--- config.mk ---
export PLATFORM = sky130hd
export DESIGN_NAME = linebuf_scheduler_flat
export DESIGN_NICKNAME = d
export VERILOG_FILES = /design/src/rtl/vdp_pkg.sv /design/src/rtl/linebuf_scheduler_if.sv /design/src/rtl/rr_arbiter2.sv /design/src/rtl/linebuf_scheduler.sv /design/src/flat_wrapper.sv
export SDC_FILE = /design/constraint.sdc
export NUM_CORES = 1
export LEC_CHECK = 0
export ABC_AREA = 1
export BUFFER_PORTS_ARGS = -buffer_cell sky130_fd_sc_hd__buf_2
export CAP_MARGIN = 20
export CORE_AREA = 2 2 182 184
export DETAILED_ROUTE_END_ITERATION = 8
export DIE_AREA = 0 0 184 186
export PLACE_DENSITY = 0.54
export SYNTH_ARGS = -nofsm -noshare
export SYNTH_HDL_FRONTEND = slang
export SYNTH_SLANG_ARGS = --single-unit
--- constraint.sdc ---
create_clock -name clk_pix -period 1.38 [get_ports clk_pix]
set_input_delay 0.138 -clock clk_pix [delete_from_list [all_inputs] [get_ports clk_pix]]
set_output_delay 0.138 -clock clk_pix [all_outputs]
set_load 0.01 [all_outputs]
--- src/rtl/vdp_pkg.sv ---
// vdp_pkg: shared types and sizes for the line-buffer draw-side scheduler
package vdp_pkg;
  typedef enum logic [1:0] {IDLE, CLEAR, GRANT} lb_state_t;
  localparam int LB_ADDRW = 7;
  localparam int LB_LANES = 16;
  localparam int LB_WORDW = 128;
endpackage

--- src/rtl/linebuf_scheduler_if.sv ---
// linebuf_scheduler_if: two-requester write-request bundle (tile = 0, sprite = 1)
interface linebuf_scheduler_if #(parameter int ADDRW = vdp_pkg::LB_ADDRW);
  import vdp_pkg::*;
  logic [1:0]                 req_valid;
  logic [1:0]                 req_ready;
  logic [1:0][ADDRW-1:0]      req_addr;
  logic [1:0][LB_LANES-1:0]   req_we;
  logic [1:0][LB_WORDW-1:0]   req_colour;
  modport master (output req_valid, req_addr, req_we, req_colour, input req_ready);
  modport slave  (input req_valid, req_addr, req_we, req_colour, output req_ready);
endinterface

--- src/rtl/rr_arbiter2.sv ---
// rr_arbiter2: two-way round-robin arbiter; a tie goes to the requester not served last
module rr_arbiter2 (
  input  logic       clk_pix,
  input  logic       rst_pix,
  input  logic [1:0] req_i,
  input  logic       en_i,
  input  logic       upd_i,
  output logic [1:0] gnt_o
);
  logic last_q, last_d;
  // one-hot grant; pointer moves only when a transfer actually happens
  always_comb begin
    gnt_o  = !en_i ? 2'b00 : (req_i == 2'b11) ? (last_q ? 2'b01 : 2'b10) : req_i;
    last_d = upd_i ? gnt_o[1] : last_q;
  end
  // last-served pointer starts at 1 so requester 0 wins the first tie
  always_ff @(posedge clk_pix) begin
    if (!rst_pix) last_q <= 1'b1;
    else          last_q <= last_d;
  end
endmodule

--- src/rtl/linebuf_scheduler.sv ---
// linebuf_scheduler: flips the line buffer, clears the off-screen half, then arbitrates draw writes
module linebuf_scheduler
  import vdp_pkg::*;
#(
  parameter int CLEAR_WORDS = 80,
  parameter int ADDRW       = LB_ADDRW
) (
  input  logic                 clk_pix,
  input  logic                 rst_pix,
  input  logic                 line_start_i,
  input  logic [7:0]           bg_colour_i,
  linebuf_scheduler_if.slave   req,
  output logic                 buffsel_o,
  output logic [ADDRW-1:0]     addr_off_draw_o,
  output logic [LB_LANES-1:0]  we_off_draw_o,
  output logic [LB_WORDW-1:0]  colour_off_draw_o,
  output logic                 busy_o,
  output logic                 overrun_o
);
  localparam logic [ADDRW:0] LAST = (ADDRW+1)'(CLEAR_WORDS - 1);
  lb_state_t             state_q, state_d;
  logic [ADDRW:0]        cnt_q, cnt_d;
  logic                  buffsel_q, buffsel_d;
  logic [ADDRW-1:0]      addr_q, addr_d;
  logic [LB_LANES-1:0]   we_q, we_d;
  logic [LB_WORDW-1:0]   colour_q, colour_d;
  logic                  overrun_q, overrun_d;
  logic [1:0]            gnt;
  logic                  clr_wr, xfer, sel, arb_en;

  assign arb_en        = state_q == GRANT && !line_start_i;
  assign req.req_ready = gnt;

  rr_arbiter2 u_arb (
    .clk_pix (clk_pix),
    .rst_pix (rst_pix),
    .req_i   (req.req_valid),
    .en_i    (arb_en),
    .upd_i   (xfer),
    .gnt_o   (gnt)
  );

  // next state and port data; line_start pre-empts both clearing and granting
  always_comb begin
    clr_wr    = state_q == CLEAR && !line_start_i;
    xfer      = |gnt;
    sel       = gnt[1];
    state_d   = line_start_i ? CLEAR : (state_q == CLEAR && cnt_q == LAST) ? GRANT : state_q;
    cnt_d     = line_start_i ? '0 : clr_wr ? cnt_q + 1'b1 : cnt_q;
    buffsel_d = buffsel_q ^ line_start_i;
    overrun_d = line_start_i && state_q == CLEAR;
    addr_d    = clr_wr ? cnt_q[ADDRW-1:0] : xfer ? req.req_addr[sel] : addr_q;
    we_d      = clr_wr ? '1 : xfer ? req.req_we[sel] : '0;
    colour_d  = clr_wr ? {(LB_WORDW/8){bg_colour_i}} : xfer ? req.req_colour[sel] : colour_q;
  end

  // state and registered write port; reset aborts any clear or transfer in flight
  always_ff @(posedge clk_pix) begin
    if (!rst_pix) begin
      state_q   <= IDLE;
      cnt_q     <= '0;
      buffsel_q <= 1'b0;
      addr_q    <= '0;
      we_q      <= '0;
      colour_q  <= '0;
      overrun_q <= 1'b0;
    end else begin
      state_q   <= state_d;
      cnt_q     <= cnt_d;
      buffsel_q <= buffsel_d;
      addr_q    <= addr_d;
      we_q      <= we_d;
      colour_q  <= colour_d;
      overrun_q <= overrun_d;
    end
  end

  assign buffsel_o         = buffsel_q;
  assign addr_off_draw_o   = addr_q;
  assign we_off_draw_o     = we_q;
  assign colour_off_draw_o = colour_q;
  assign busy_o            = state_q == CLEAR;
  assign overrun_o         = overrun_q;
endmodule

--- src/flat_wrapper.sv ---
// flat-port wrapper written by rule: the top's interface ports become plain ports
module linebuf_scheduler_flat import vdp_pkg::*;
#(
  parameter int CLEAR_WORDS = 80,
  parameter int ADDRW       = LB_ADDRW
)
  (clk_pix, rst_pix, line_start_i, bg_colour_i, buffsel_o, addr_off_draw_o, we_off_draw_o, colour_off_draw_o, busy_o, overrun_o, req_req_valid, req_req_addr, req_req_we, req_req_colour, req_req_ready);
  linebuf_scheduler_if #(.ADDRW(ADDRW)) req_i ();
  input  logic clk_pix;
  input  logic rst_pix;
  input  logic line_start_i;
  input  logic [7:0] bg_colour_i;
  output logic buffsel_o;
  output logic [ADDRW-1:0] addr_off_draw_o;
  output logic [LB_LANES-1:0] we_off_draw_o;
  output logic [LB_WORDW-1:0] colour_off_draw_o;
  output logic busy_o;
  output logic overrun_o;
  input wire logic [$bits(req_i.req_valid)-1:0] req_req_valid;
  input wire logic [$bits(req_i.req_addr)-1:0] req_req_addr;
  input wire logic [$bits(req_i.req_we)-1:0] req_req_we;
  input wire logic [$bits(req_i.req_colour)-1:0] req_req_colour;
  output wire logic [$bits(req_i.req_ready)-1:0] req_req_ready;
  assign req_i.req_valid = req_req_valid;
  assign req_i.req_addr = req_req_addr;
  assign req_i.req_we = req_req_we;
  assign req_i.req_colour = req_req_colour;
  assign req_req_ready = req_i.req_ready;
  linebuf_scheduler #(.CLEAR_WORDS(CLEAR_WORDS), .ADDRW(ADDRW)) u_core (.clk_pix(clk_pix), .rst_pix(rst_pix), .line_start_i(line_start_i), .bg_colour_i(bg_colour_i), .req(req_i), .buffsel_o(buffsel_o), .addr_off_draw_o(addr_off_draw_o), .we_off_draw_o(we_off_draw_o), .colour_off_draw_o(colour_off_draw_o), .busy_o(busy_o), .overrun_o(overrun_o));
endmodule
# Word level (Yosys, flattened, before mapping)

Cells that the tools add are included.
W data, S select, Z words.

Input bits: 315
Word-level logic and storage cells: 43
Flip-flop bits (word level): 164
Output and inout bits: 156

$lt $le $gt $ge: 1
Reduce and logical (&&, ||, !) cells: 9
Multiplexer cells: 17
Equality and inequality tests: 4
Add/sub/neg operators: 1
Bitwise gates (word level): 2

Operators by type and width:

| kind                  | number |
|---|---|
| $mux W128             | 4 |
| $mux W16              | 4 |
| $mux W7               | 4 |
| $add A8 B1 Y8 const B | 1 |
| $eq A8 B7 Y1 const B  | 1 |
| $mux W2               | 3 |
| $eq A2 B2 Y1 const B  | 2 |
| $logic_and A1 B1 Y1   | 4 |
| $reduce_bool A2 Y1    | 2 |
| $reduce_or A2 Y1      | 2 |
| $eq A2 B1 Y1 const B  | 1 |
| $lt A1 B2 Y1 const B  | 1 |
| $mux W1               | 2 |
| $logic_not A1 Y1      | 1 |
| $not A1 Y1            | 1 |
| $xor A1 B1 Y1         | 1 |

# Longest topological paths before layout

Gate-level depths: netlist of run 1.

Depth after elaboration: 7
Mapped depth: 10
Gate-level depth less buffers: 9

# By module

A second synthesis of run 1 with hierarchy kept.

Cells, all modules: 1270
Area total of the unflattened synthesis: 8077.7 um^2

By module, submodules not included:

| module            | times used | sequential area each (um^2) | area each (um^2) | cells each |
|---|---|---|---|---|
| linebuf_scheduler | 1          | 3263.1                      | 8006.4           | 1257 |
| rr_arbiter2       | 1          | 20.0                        | 71.3             | 13 |

# Worst setup path before layout of run 1

Ideal clock, no wire load.

Kind: flip-flop to flip-flop
Start: reg u_core.state_q[0]
End: reg u_core.colour_q[83], in the netlist u_core.colour_off_draw_o[83]
Period minus slack after synthesis: 1499 ps
Stages on the path, launching flop included: 10
Setup time: 117 ps
Slack: -119 ps
Data required time: 1263 ps
Path buffers: 2
Data arrival time: 1382 ps
Cells stage by stage: dfxtp_1 -> nand2_1 -> inv_1 -> nand2_2 -> nand3_2 -> buf_4 -> nand2_2 -> buf_4 -> nor2_1 -> nor2_1

Elaborated cells between the ends (all ways): 11
Classes of those cells: eq/ne: 2; mux: 5; reduce/logical: 4

RTL lines:

| element                                         | line                    | source |
|---|---|---|
| start, declared                                 | linebuf_scheduler.sv:21 | `lb_state_t state_q, state_d;` |
| start signal, assigned                          | linebuf_scheduler.sv:68 | `state_q <= state_d;` |
| $eq A2 B1 Y1 (*)                                | n/a                     |  |
| via busy_o                                      | flat_wrapper.sv:17      | `output logic busy_o;` |
| $logic_and A1 B1 Y1 (*)                         | linebuf_scheduler.sv:45 | `clr_wr = state_q == CLEAR && !line_start_i;` |
| $mux W128 or $reduce_bool A2 Y1 (tied branches) | n/a                     |  |
| end signal, assigned                            | linebuf_scheduler.sv:73 | `colour_q <= colour_d;` |
| end, declared                                   | linebuf_scheduler.sv:26 | `logic [LB_WORDW-1:0] colour_q, colour_d;` |

Mark *: on every way through the listed nets, which the timed path passes. The rest lies on a longest branch. The select of a mux whose other input is x is not followed.
A chain may end at the register's enable or synchronous reset.

# Final worst setup path of run 1

Start: reg u_core.state_q[1]
End: reg u_core.colour_q[18], in the netlist u_core.colour_off_draw_o[18]

Cells in the longest elaborated chain, start to end: 7
Elaborated cells between the ends (all ways): 11
Classes of those cells: eq/ne: 2; mux: 5; reduce/logical: 4

RTL lines:

| element                                      | line                    | source |
|---|---|---|
| $eq A2 B2 Y1                                 | linebuf_scheduler.sv:31 | `assign arb_en = state_q == GRANT && !line_start_i;` |
| $logic_and A1 B1 Y1                          | linebuf_scheduler.sv:31 |  |
| $mux W2                                      | rr_arbiter2.sv:13       | `gnt_o = !en_i ? 2'b00 : (req_i == 2'b11) ? (last_q ? 2'b01 : 2'b10) : req_i;` |
| $mux W128 (not written as such) (2 in a row) | linebuf_scheduler.sv:54 | `colour_d = clr_wr ? {(LB_WORDW/8){bg_colour_i}} : xfer ? req.req_colour[sel] : colour_q;` |
| $mux W128 (2 in a row)                       | linebuf_scheduler.sv:54 |  |

Several ways; a longest one is shown, not always the timed one. The select of a mux whose other input is x is not followed.

==> results of run 1 <==
-- cell type report --
type / count / area share
clock buffers: 20 / 0.0340
clock inverters: 12 / 0.00914
inverters: 16 / 0.00457
multi-input cells: 958 / 0.352
flip-flops and latches: 164 / 0.250
well taps: 408 / 0.0388
repair buffers: 599 / 0.311
-- flip-flops by register name, summed over array words and instances, names as in the netlist --
signal                    cells
u_core.state_q                2
u_core.we_off_draw_o         16
u_core.addr_off_draw_o        7
u_core.overrun_o              1
u_core.buffsel_o              1
u_core.cnt_q                  8
u_core.u_arb.last_q           1
u_core.colour_off_draw_o    128
-- report_power, final --
part / total (uW) / switching (uW) / internal (uW)
registers: 5230 / 170 / 5060
clock network: 4730 / 2160 / 2570
logic: 2730 / 1480 / 1250
total: 12700 / 3810 / 8890
-- worst max-delay path: cells and delay by family (launching register included) --
kind / cells / cell delay (ns)
simple gates: 7 / 0.65
flops: 1 / 0.38
buf+inv: 3 / 0.43
-- routing by layer --
metal	track usage	vias up	part of all wire	routed length, um
li1	-	5012	-	-
met1	0.247	4668	0.41	16300
met2	0.375	400	0.50	19500
met3	0.0501	50	0.065	2550
met4	0.0675	2	0.025	1000
met5	0	-	0.00033	13
-- logic make-up after synthesis --
group	Yosys count	synth area share
AND/OR/NAND/NOR	644	0.316
flip-flops	164	0.421
AO/OA/AOI/OAI	312	0.201
adder cells (fa/ha/maj)	1	0.00160
buffers and inverters	106	0.0594
XOR/XNOR	1	0.00112
-- repair_timing --
item	4_1_cts	5_1_grt
gates cloned	6	8
endpoints found under the setup margin	160	163
hold buffers	27	0
pin swaps	25	33
hold endpoints to repair	14	0
gates resized for setup	84	149
buffers inserted	10	6
-- cells in the mapped netlist (all sizes together) --
cell and n:
nor2 283, clkbuf 38, nor3 4, and2 1
dfxtp 164, a21boi 1, inv 16, ha 1
nand4 2, a21oi 171, buf 52, nand2 347
nand3 7, o211ai 1, xnor2 1, o21ai 138
o21bai 1
-- worst max path at each step --
stage	end	from	depth (start not counted)
final	u_core.colour_off_draw_o[18]	u_core.state_q[1]	10
after global routing	u_core.colour_off_draw_o[2]	u_core.state_q[0]	10
after CTS	req_req_ready[1]	u_core.state_q[0]	6
after detailed placement	u_core.colour_off_draw_o[62]	u_core.state_q[0]	8
after global placement	u_core.colour_off_draw_o[94]	u_core.state_q[0]	8
after floorplan	u_core.colour_off_draw_o[89]	u_core.state_q[0]	8
-- per-stage QoR --
stage	power (uW)	instance area [um2]
2_1_floorplan	6390	7880
3_3_place_gp	7750	11200
3_5_place_dp	7760	11200
4_1_cts	12700	12500
5_1_grt	13300	13100
6_report	12700	13100
==> PnR_summary.wiki, run 1 <==
{| class="wikitable"
! Metric !! Value
|-
| Share of layout cells above drive strength 1 || 0.417
|-
| Endpoint of the worst hold path || u_core.we_off_draw_o[2]
|-
| Most used cells in the layout excluding fill and tap cells || 467 x sky130_fd_sc_hd__buf_2, 309 x sky130_fd_sc_hd__nand2_1, 263 x sky130_fd_sc_hd__nor2_1, 161 x sky130_fd_sc_hd__dfxtp_1, 104 x sky130_fd_sc_hd__a21oi_1
|-
| Worst setup slack for register-to-register paths || -0.19 ns
|-
| Hold crit path type || input pin to flip-flop
|-
| Post-route minimum period || roughly 1.6 ns
|-
| Filler-free cell count of the finished design || 2,177
|-
| Seq cells post-synth || 164
|-
| Final HPWL from detailed placement || about 27,000 um
|-
| Static Leakage || around 0.0064 uW
|-
| Portion of the post-synthesis area used by sequential elements || 0.421
|-
| Slack of the critical path || -0.189 ns
|-
| Fraction of the cycle the final worst path needs || 1.14
|-
| Depth of the most critical reg-to-reg path || 10
|-
| Pin count of the biggest net entering global routing || approximately 70
|-
| Crit path largest cell delay || 0.38 ns
|-
| Remaining routing DRC violations || 0
|-
| Largest voltage drop on the vdd net || about 700 uV
|-
| Effective utilization at floorplan || 0.242
|-
| Least-Margin Pin Slew || between 0.3 and 0.4 ns
|-
| Remaining antenna violation count || 0
|-
| Vias per cell || between 4 and 5
|-
| Cells along the critical path || nand2_4 -> nor2_4 -> nand2_2 -> nand3_4 -> buf_6 -> nand2_4 -> buf_12 -> buf_12 -> nor2_4 -> nor2_1
|-
| Number of warning messages in the yosys log || 0
|-
| Nets || just over 2,000
|-
| Antenna Cells || 0
|-
| Maximum clock insertion buffer count || 2
|-
| Setup crit end kind || flip-flop
|-
| Root Buffer || sky130_fd_sc_hd__clkbuf_16
|-
| CTS tree || yes
|-
| Cells after Synth || 1,228
|-
| IO buf count || 470
|-
| Num CTS Buffers || 17
|-
| Ranking of synthesized cells by area || sky130_fd_sc_hd__dfxtp_1 42%, sky130_fd_sc_hd__nand2_1 16%, sky130_fd_sc_hd__nor2_1 14%, sky130_fd_sc_hd__a21oi_1 11%, sky130_fd_sc_hd__o21ai_0 7.3%
|-
| Critical register-to-register path endpoint || u_core.colour_off_draw_o[18]
|-
| Critical path required time || 1.70 ns
|-
| Area of the multi-input gates || ~4600 um2
|-
| Initial antenna violation count || 1
|-
| Final setup violating endpoints || about 160
|-
| Post-route setup TNS || -18.40 ns
|-
| Std cell rows || 66
|-
| Type of origin of the critical path || flip-flop
|-
| Dpl ws || -0.269 ns
|-
| Worst clock skew on the final layout || approximately 0.016 ns
|-
| Final design utilization || 0.408
|-
| Number of hold violations in the final report || 0
|-
| Unrepaired setup endpoints after global routing || yes
|-
| Layout fillers || ~3,400
|-
| Floorplan core area || between 30,000 and 40,000 um2
|-
| Register cell area after layout || about 3300 um2
|-
| Most common cell after layout, fill and taps aside || sky130_fd_sc_hd__buf_2
|-
| Total routing resource utilization after global routing || 0.210
|-
| Top-level I/O count || 471
|-
| Arrival time reported for the critical path endpoint || approximately 1.9 ns
|-
| Worst hold margin || approximately 0.024 ns
|-
| Register clock-pin slew on the reported worst setup and hold paths || about 0.070 ns
|-
| Width of the die || 184 um
|-
| Reg2reg start || u_core.state_q[1]
|-
| Global-route wire length before repair || around 54,000 um
|-
| Final Max Tran Viols || 0
|-
| Status || finished with violations
|-
| Setup Crit Path Kind || flip-flop to flip-flop
|-
| Mapped Avg Cell Area || about 6.4 um2
|-
| Startpoint of the tightest hold check path || req_req_we[18]
|-
| Net count of the mapped netlist || roughly 1,500
|-
| Largest driver fanout on the critical path || 6
|-
| Slowest cell on the critical path || sky130_fd_sc_hd__dfxtp_4
|-
| Instance count along the most critical hold path || 3
|-
| Floorplan die area || 34,200 um2
|-
| Netlist area before placement || ~7800 um2
|-
| Fmax achieved || around 640 MHz
|-
| Cell area power density || approximately 970 nW/um2
|-
| Number of placed cells counting well taps || ~2,100
|-
| Number of global-route vias before repair || 9,464
|-
| Violations in the final reports || negative setup slack
|-
| Total grt overflow || 0
|-
| Number of distinct library cells after synthesis || 24
|-
| 1st-iter DRT viols || 457
|-
| Max-slew headroom at the worst pin || 0.784
|-
| CTS sink cnt || approximately 160
|-
| Floorplan die height || about 190 um
|-
| Number of H-tree levels || 4
|-
| Layout Area Growth over Synthesis || 68.5%
|-
| Wire per inst || about 18 um
|-
| Yosys top cell area share || 0.421
|-
| Routability cong. || ~0.84
|-
| Routed Wire Length || about 40,000 um
|-
| Number of vias after detailed routing || 10,132
|-
| Detailed Routing Iterations Pass 1 || 5
|-
| Clock latency of the later-clocked register in the worst-skew pair || roughly 0.43 ns
|-
| Post-synth top area cell || sky130_fd_sc_hd__dfxtp_1
|-
| Max Cap Violations || 0
|}
(Power assumes the default switching activity.)
==> inputs of run 2 (changes only) <==
- CORE_AREA: 2 2 182 184 -> 8 8 178 180
- DIE_AREA: 0 0 184 186 -> 0 0 186 188
- PLACE_DENSITY: 0.54 -> 0.59
==> PnR_summary.wiki, run 2 (synthesis results as in run 1) <==
{| class="wikitable"
! Metric !! Value
|-
| Total grt overflow || 0 (unchanged)
|-
| Routability cong. || 0.851 (+1.2%)
|-
| Violations in the final reports || negative setup slack
|-
| Share of total power in the clock network || 0.378 (+0.006)
|-
| Worst clock skew on the final layout || 0.0139 ns (-0.00217 ns)
|-
| Pin count of the biggest net entering global routing || 61 (-14%)
|-
| Number of vias after detailed routing || 10,443 (+3.1%)
|-
| Most common cell on crit path || sky130_fd_sc_hd__nand2_2
|-
| Maximum clock insertion buffer count || 2 (unchanged)
|-
| Hold crit path type || input pin to flip-flop
|-
| Floorplan die area || 35,000 um2 (+2.2%)
|-
| Total net switching power || 3900 uW (+2.4%)
|-
| Status || finished with violations
|-
| Clock latency of the later-clocked register in the worst-skew pair || 0.42 ns (about the same)
|-
| Dpl ws || -0.218 ns (+0.0503 ns)
|-
| Layout Area Growth over Synthesis || 74.4%
|-
| Total routing resource utilization after global routing || 0.213 (+0.00289)
|-
| Setup crit end kind || flip-flop
|-
| Nets || 2,086 (+0.68%)
|-
| IO buf count || 470 (unchanged)
|-
| 1st-iter DRT viols || 470 (+2.8%)
|-
| Share of layout cells above drive strength 1 || 0.444 (+0.0273)
|-
| Setup Crit Path Kind || flip-flop to flip-flop
|-
| Cell area power density || 959 nW/um2 (-0.69%)
|-
| Number of global-route vias before repair || 10,144 (+7.2%)
|-
| Arrival time reported for the critical path endpoint || 1.94 ns (+0.05 ns)
|-
| Root Buffer || sky130_fd_sc_hd__clkbuf_16
|-
| Register clock-pin slew on the reported worst setup and hold paths || 0.07 ns (about the same)
|-
| Width of the die || 186 um (+1.1%)
|-
| Wire per inst || 19.1 um (+5.2%)
|-
| Most used cells in the layout excluding fill and tap cells || 466 x sky130_fd_sc_hd__buf_2, 299 x sky130_fd_sc_hd__nand2_1, 249 x sky130_fd_sc_hd__nor2_1, 161 x sky130_fd_sc_hd__dfxtp_1, 105 x sky130_fd_sc_hd__a21oi_1
|-
| Met2 wire len || 19,600 um (+0.67%)
|-
| Remaining routing DRC violations || 0 (unchanged)
|-
| Worst hold margin || 0.0309 ns (+0.00661 ns)
|-
| Critical path required time || 1.70 ns (about the same)
|-
| Cell internal pwr || 9150 uW (+2.9%)
|-
| M1 WL || 16,700 um (+2.5%)
|-
| Number of hold violations in the final report || 0 (unchanged)
|-
| Number of H-tree levels || 4 (unchanged)
|-
| Fraction of power consumed by sequential logic || 0.402 (-0.010)
|-
| Final setup violating endpoints || 154 (-3.1%)
|-
| Top-level I/O count || 471 (unchanged)
|-
| Final Max Tran Viols || 0 (unchanged)
|-
| CTS sink cnt || 164 (unchanged)
|-
| Floorplan core area || 29,000 um2 (-9.9%)
|-
| Global-route wire length before repair || 57,800 um (+7.0%)
|-
| Slack of the critical path || -0.242 ns (-0.0532 ns)
|-
| Initial antenna violation count || 2 (+1)
|-
| Static Leakage || 0.00666 uW (+3.4%)
|-
| Floorplan die height || 188 um (+1.1%)
|-
| Switching portion of total power || 0.299 (-0.00112)
|-
| Depth of the most critical reg-to-reg path || 9 (-1)
|-
| Vias per cell || 4.80 (+3.2%)
|-
| Cells along the critical path || nand2_2 -> nor2_4 -> nand2_2 -> nand3_4 -> buf_12 -> nand2_8 -> clkbuf_16 -> nor2_2 -> nor2_1
|-
| Std cell rows || 63 (-4.5%)
|-
| Post-route minimum period || 1.62 ns (+0.0532 ns)
|-
| Detailed Routing Iterations Pass 1 || 4 (-1)
|-
| Unrepaired setup endpoints after global routing || yes
|-
| Slowest cell on the critical path || sky130_fd_sc_hd__dfxtp_2
|-
| Num CTS Buffers || 17 (unchanged)
|-
| Highest metal layer with signal wires || met5
|-
| Largest driver fanout on the critical path || 8 (+2)
|-
| Max-slew headroom at the worst pin || 0.735 (-0.0490)
|-
| Routed Wire Length || 41,400 um (+5.1%)
|-
| Largest voltage drop on the vdd net || 638 uV (-9.3%)
|-
| Crit path largest cell delay || 0.37 ns (about the same)
|-
| Number of flip-flops under the largest register name || 128 (unchanged)
|-
| Met3 wire length || 3790 um (+49%)
|-
| Fraction of the cycle the final worst path needs || 1.18 (+0.0385)
|-
| Fmax achieved || 617 MHz (-3.3%)
|-
| Type of origin of the critical path || flip-flop
|-
| Remaining antenna violation count || 0 (unchanged)
|-
| Combinational share of power || 0.220 (+0.005)
|-
| Final HPWL from detailed placement || 28,200 um (+6.0%)
|-
| Instance count along the most critical hold path || 3 (unchanged)
|-
| Least-Margin Pin Slew || 0.397 ns (+0.0760 ns)
|-
| Max Cap Violations || 0 (unchanged)
|-
| Effective utilization at floorplan || 0.269 (+0.0267)
|-
| CTS tree || yes
|-
| Most common cell after layout, fill and taps aside || sky130_fd_sc_hd__buf_2
|}
run 2: changes by cell type in the layout (fill, tap and decap cells not counted), sizes merged:
cell | before | now
buf | 564 | 572
clkbuf | 28 | 31
bufbuf | 0 | 2
diode | 0 | 2
bufinv | 1 | 2
clkinv | 3 | 2
dlygate4sd3 | 27 | 26
nand2 | 347 | 348
run 2: metal layers:
metal | global-route usage | vias up
met1 | 0.253 | 4799
met4 | 0.0712 | 2
met2 | 0.359 | 501
li1 | - | 5059
met5 | 0 | -
met3 | 0.0629 | 82
run 2: path summary, 6_finish.rpt:
check,endpoint,slack (ns),startpoint
setup / recovery,u_core.colour_off_draw_o[116],-0.24,u_core.state_q[1]
hold / removal,u_core.we_off_draw_o[11],0.03,req_req_we[27]
setup reg to reg,u_core.colour_off_draw_o[116],-0.24,u_core.state_q[1]
hold reg to reg,u_core.cnt_q[0],0.49,u_core.cnt_q[0]
run 2: power by group through the flow:
| stage | Sequential [uW] | Clock (uW) | Combinational [uW] |
|---|---|---|---|
| after detailed placement | 5330 | 0 | 2440 |
| final | 5240 | 4930 | 2880 |
| after floorplan | 5470 | 0 | 921 |
| after CTS | 5220 | 5080 | 2640 |
| after global placement | 5320 | 0 | 2430 |
| after global routing | 5280 | 5250 | 3130 |
run 2: per-stage QoR:
step | total power (uW) | setup TNS, ns | util | cells | cell area (um2)
after floorplan | 6390 | 0 | - | 1228 | 7880
after global placement | 7750 | -19.53 | 0.386 | 2074 | 11200
after detailed placement | 7770 | -23.08 | 0.386 | 2074 | 11200
after CTS | 12900 | -25.57 | 0.435 | 2153 | 12600
after global routing | 13700 | -40.47 | 0.469 | 2173 | 13600
final | 13000 | -27.51 | 0.469 | 2174 | 13600
run 2: worst max-delay path, delay by kind of cell (launching register included):
| kind | cells | cell delay [ns] |
|---|---|---|
| buffers and inverters | 2 | 0.38 |
| and+or+nand+nor | 7 | 0.74 |
| DFF | 1 | 0.37 |
run 2: timing repair:
item	CTS	global route
pin swaps	25	56
buffers inserted	16	5
endpoints found under the hold margin	14	0
resized for setup	81	192
hold buffers	26	0
cloned	7	14
endpoints found under the setup margin	157	157
run 2: cell type report:
cell class              count  area (um2)
repair buffers            612        4380
clock buffers              19         443
inverters                  16        65.1
well taps                 390         488
multi-input cells         959        4800
clock inverters            12         145
diodes                      2        5.00
fillers                  2941       15400
flip-flops and latches    164        3290
==> inputs of run 3 (changes only) <==
- CORE_AREA: 8 8 178 180 -> 8 8 176 178
- DIE_AREA: 0 0 186 188 -> 0 0 184 186
- PLACE_DENSITY: 0.59 -> 0.6
==> PnR_summary.wiki, run 3 (synthesis results as in run 1) <==
{| class="wikitable"
! Metric !! Value
|-
| Least-Margin Pin Slew || 0.422 ns (+0.0251 ns)
|-
| Share of layout cells above drive strength 1 || 0.525 (+0.0807)
|-
| Type of origin of the critical path || flip-flop
|-
| Remaining routing DRC violations || 0 (unchanged)
|-
| Post-route minimum period || 1.64 ns (+0.0220 ns)
|-
| Post-route setup TNS || -31.62 ns (-4.11 ns)
|-
| Maximum clock insertion buffer count || 2 (unchanged)
|-
| Largest driver fanout on the critical path || 6 (-2)
|-
| Detailed Routing Iterations Pass 1 || 5 (+1)
|-
| Routed Wire Length || 46,500 um (+12%)
|-
| Total net switching power || 4120 uW (+5.7%)
|-
| IO buf count || 470 (unchanged)
|-
| 1st-iter DRT viols || 584 (+24%)
|-
| Static Leakage || 0.00717 uW (+7.8%)
|-
| Fmax achieved || 608 MHz (-1.3%)
|-
| Max-slew headroom at the worst pin || 0.719 (-0.0167)
|-
| Slack of the critical path || -0.264 ns (-0.0220 ns)
|-
| Most common cell after layout, fill and taps aside || sky130_fd_sc_hd__buf_2
|-
| Final Max Tran Viols || 0 (unchanged)
|-
| Hold crit path type || input pin to flip-flop
|-
| Floorplan core area || 28,200 um2 (-2.7%)
|-
| Width of the die || 184 um (-1.1%)
|-
| Violations in the final reports || negative setup slack
|-
| Num CTS Buffers || 17 (unchanged)
|-
| Unrepaired setup endpoints after global routing || yes
|-
| Floorplan die height || 186 um (-1.1%)
|-
| Cell area power density || 877 nW/um2 (-8.5%)
|-
| Number of H-tree levels || 4 (unchanged)
|-
| Fraction of power consumed by sequential logic || 0.394 (-0.008)
|-
| Layout fillers || 2,652 (-9.8%)
|-
| Worst clock skew on the final layout || 0.0139 ns (+0.0000662 ns)
|-
| Number of global-route vias before repair || 10,847 (+6.9%)
|-
| Status || finished with violations
|-
| Setup crit end kind || flip-flop
|-
| Final design utilization || 0.537 (+0.0675)
|-
| Register clock-pin slew on the reported worst setup and hold paths || 0.07 ns (about the same)
|-
| Instance count along the most critical hold path || 3 (unchanged)
|-
| Root Buffer || sky130_fd_sc_hd__clkbuf_16
|-
| Dpl ws || -0.466 ns (-0.247 ns)
|-
| Number of flip-flops under the largest register name || 128 (unchanged)
|-
| Critical path required time || 1.73 ns (+0.03 ns)
|-
| Cell internal pwr || 9170 uW (+0.29%)
|-
| Arrival time reported for the critical path endpoint || 1.99 ns (+0.05 ns)
|-
| Global-route wire length before repair || 63,800 um (+10%)
|-
| Largest voltage drop on the vdd net || 691 uV (+8.3%)
|-
| Most used cells in the layout excluding fill and tap cells || 467 x sky130_fd_sc_hd__buf_2, 270 x sky130_fd_sc_hd__nand2_1, 224 x sky130_fd_sc_hd__nor2_1, 161 x sky130_fd_sc_hd__dfxtp_1, 109 x sky130_fd_sc_hd__a21oi_2
|-
| CTS tree || yes
|-
| Routability cong. || 0.930 (+9.2%)
|-
| CTS sink cnt || 164 (unchanged)
|-
| Filler-free cell count of the finished design || 2,214 (+1.8%)
|-
| Final HPWL from detailed placement || 29,200 um (+3.6%)
|-
| Number of hold violations in the final report || 0 (unchanged)
|-
| Number of vias after detailed routing || 11,068 (+6.0%)
|-
| Nets || 2,131 (+2.2%)
|-
| Switching portion of total power || 0.310 (+0.0111)
|-
| Combinational share of power || 0.248 (+0.028)
|-
| Fraction of the cycle the final worst path needs || 1.19 (+0.0160)
|-
| Wire per inst || 21.0 um (+10%)
|-
| Top-level I/O count || 471 (unchanged)
|-
| Vias per cell || 5.00 (+4.1%)
|-
| Initial antenna violation count || 7 (+5)
|-
| Total routing resource utilization after global routing || 0.243 (+0.0306)
|-
| Pin count of the biggest net entering global routing || 74 (+21%)
|-
| Depth of the most critical reg-to-reg path || 10 (+1)
|-
| Effective utilization at floorplan || 0.276 (+0.00734)
|-
| Worst hold margin || 0.0373 ns (+0.00642 ns)
|-
| Clock latency of the later-clocked register in the worst-skew pair || 0.42 ns (about the same)
|-
| Std cell rows || 62 (-1.6%)
|-
| Setup Crit Path Kind || flip-flop to flip-flop
|-
| Floorplan die area || 34,200 um2 (-2.1%)
|-
| Layout Area Growth over Synthesis || 94.2%
|-
| Total grt overflow || 0 (unchanged)
|-
| Number of placed cells counting well taps || 2,075 (+0.048%)
|-
| Remaining antenna violation count || 0 (unchanged)
|-
| Share of total power in the clock network || 0.357 (-0.021)
|-
| Final setup violating endpoints || 154 (unchanged)
|-
| Max Cap Violations || 0 (unchanged)
|}
## run 3: cell type report
cell class	count	area [um2]	share of cell area
well taps	384	480	0.0317
flip-flops and latches	164	3290	0.217
diodes	2	5.00	0.000330
clock buffers	20	447	0.0295
repair buffers	658	5300	0.350
inverters	16	60.1	0.00396
clock inverters	12	121	0.00801
multi-input cells	958	5440	0.359
## run 3: critical path: stages, from the launching register on
cell                      delay, ns
sky130_fd_sc_hd__dfxtp_4       0.36
sky130_fd_sc_hd__buf_6         0.12
sky130_fd_sc_hd__nor2_4        0.15
sky130_fd_sc_hd__nand2_4       0.10
sky130_fd_sc_hd__nand3_4       0.12
sky130_fd_sc_hd__buf_12        0.14
sky130_fd_sc_hd__buf_8         0.12
sky130_fd_sc_hd__buf_12        0.14
sky130_fd_sc_hd__buf_12        0.13
sky130_fd_sc_hd__o21ai_2       0.05
sky130_fd_sc_hd__nor2_1        0.12
## run 3: per-layer routing
metal	global-route usage	vias to the layer above	wire [um]
met2	0.409	606	22300
met5	0	-	23
li1	-	5154	-
met3	0.0824	104	4580
met4	0.0962	4	1550
met1	0.282	5200	18000
## run 3: through the flow
stage	area, um2	total power [uW]
floorplan	7880	6390
global placement	11200	7750
detailed placement	11200	7760
CTS	13800	12900
global route	15100	13900
finish	15100	13300
## run 3: worst paths after layout
path,from,end,slack (ns)
setup / recovery,u_core.state_q[0],u_core.colour_off_draw_o[4],-0.26
hold / removal,req_req_we[26],u_core.we_off_draw_o[10],0.04
setup reg to reg,u_core.state_q[0],u_core.colour_off_draw_o[4],-0.26
hold reg to reg,u_core.cnt_q[0],u_core.cnt_q[0],0.49
## run 3: repair_timing
item	4_1_cts	5_1_grt
buffers inserted	32	5
gates cloned	28	18
endpoints found under the setup margin	155	160
hold endpoints to repair	14	0
hold buffers	27	0
gates resized for setup	222	283
pin swaps	53	135
## run 3: power by group through the flow
| stage | Sequential [uW] | Combinational, uW | Clock (uW) |
|---|---|---|---|
| 2_1_floorplan | 5470 | 921 | 0 |
| 6_report | 5240 | 3300 | 4750 |
| 5_1_grt | 5280 | 3550 | 5040 |
| 3_5_place_dp | 5320 | 2440 | 0 |
| 4_1_cts | 5230 | 2860 | 4820 |
| 3_3_place_gp | 5310 | 2440 | 0 |
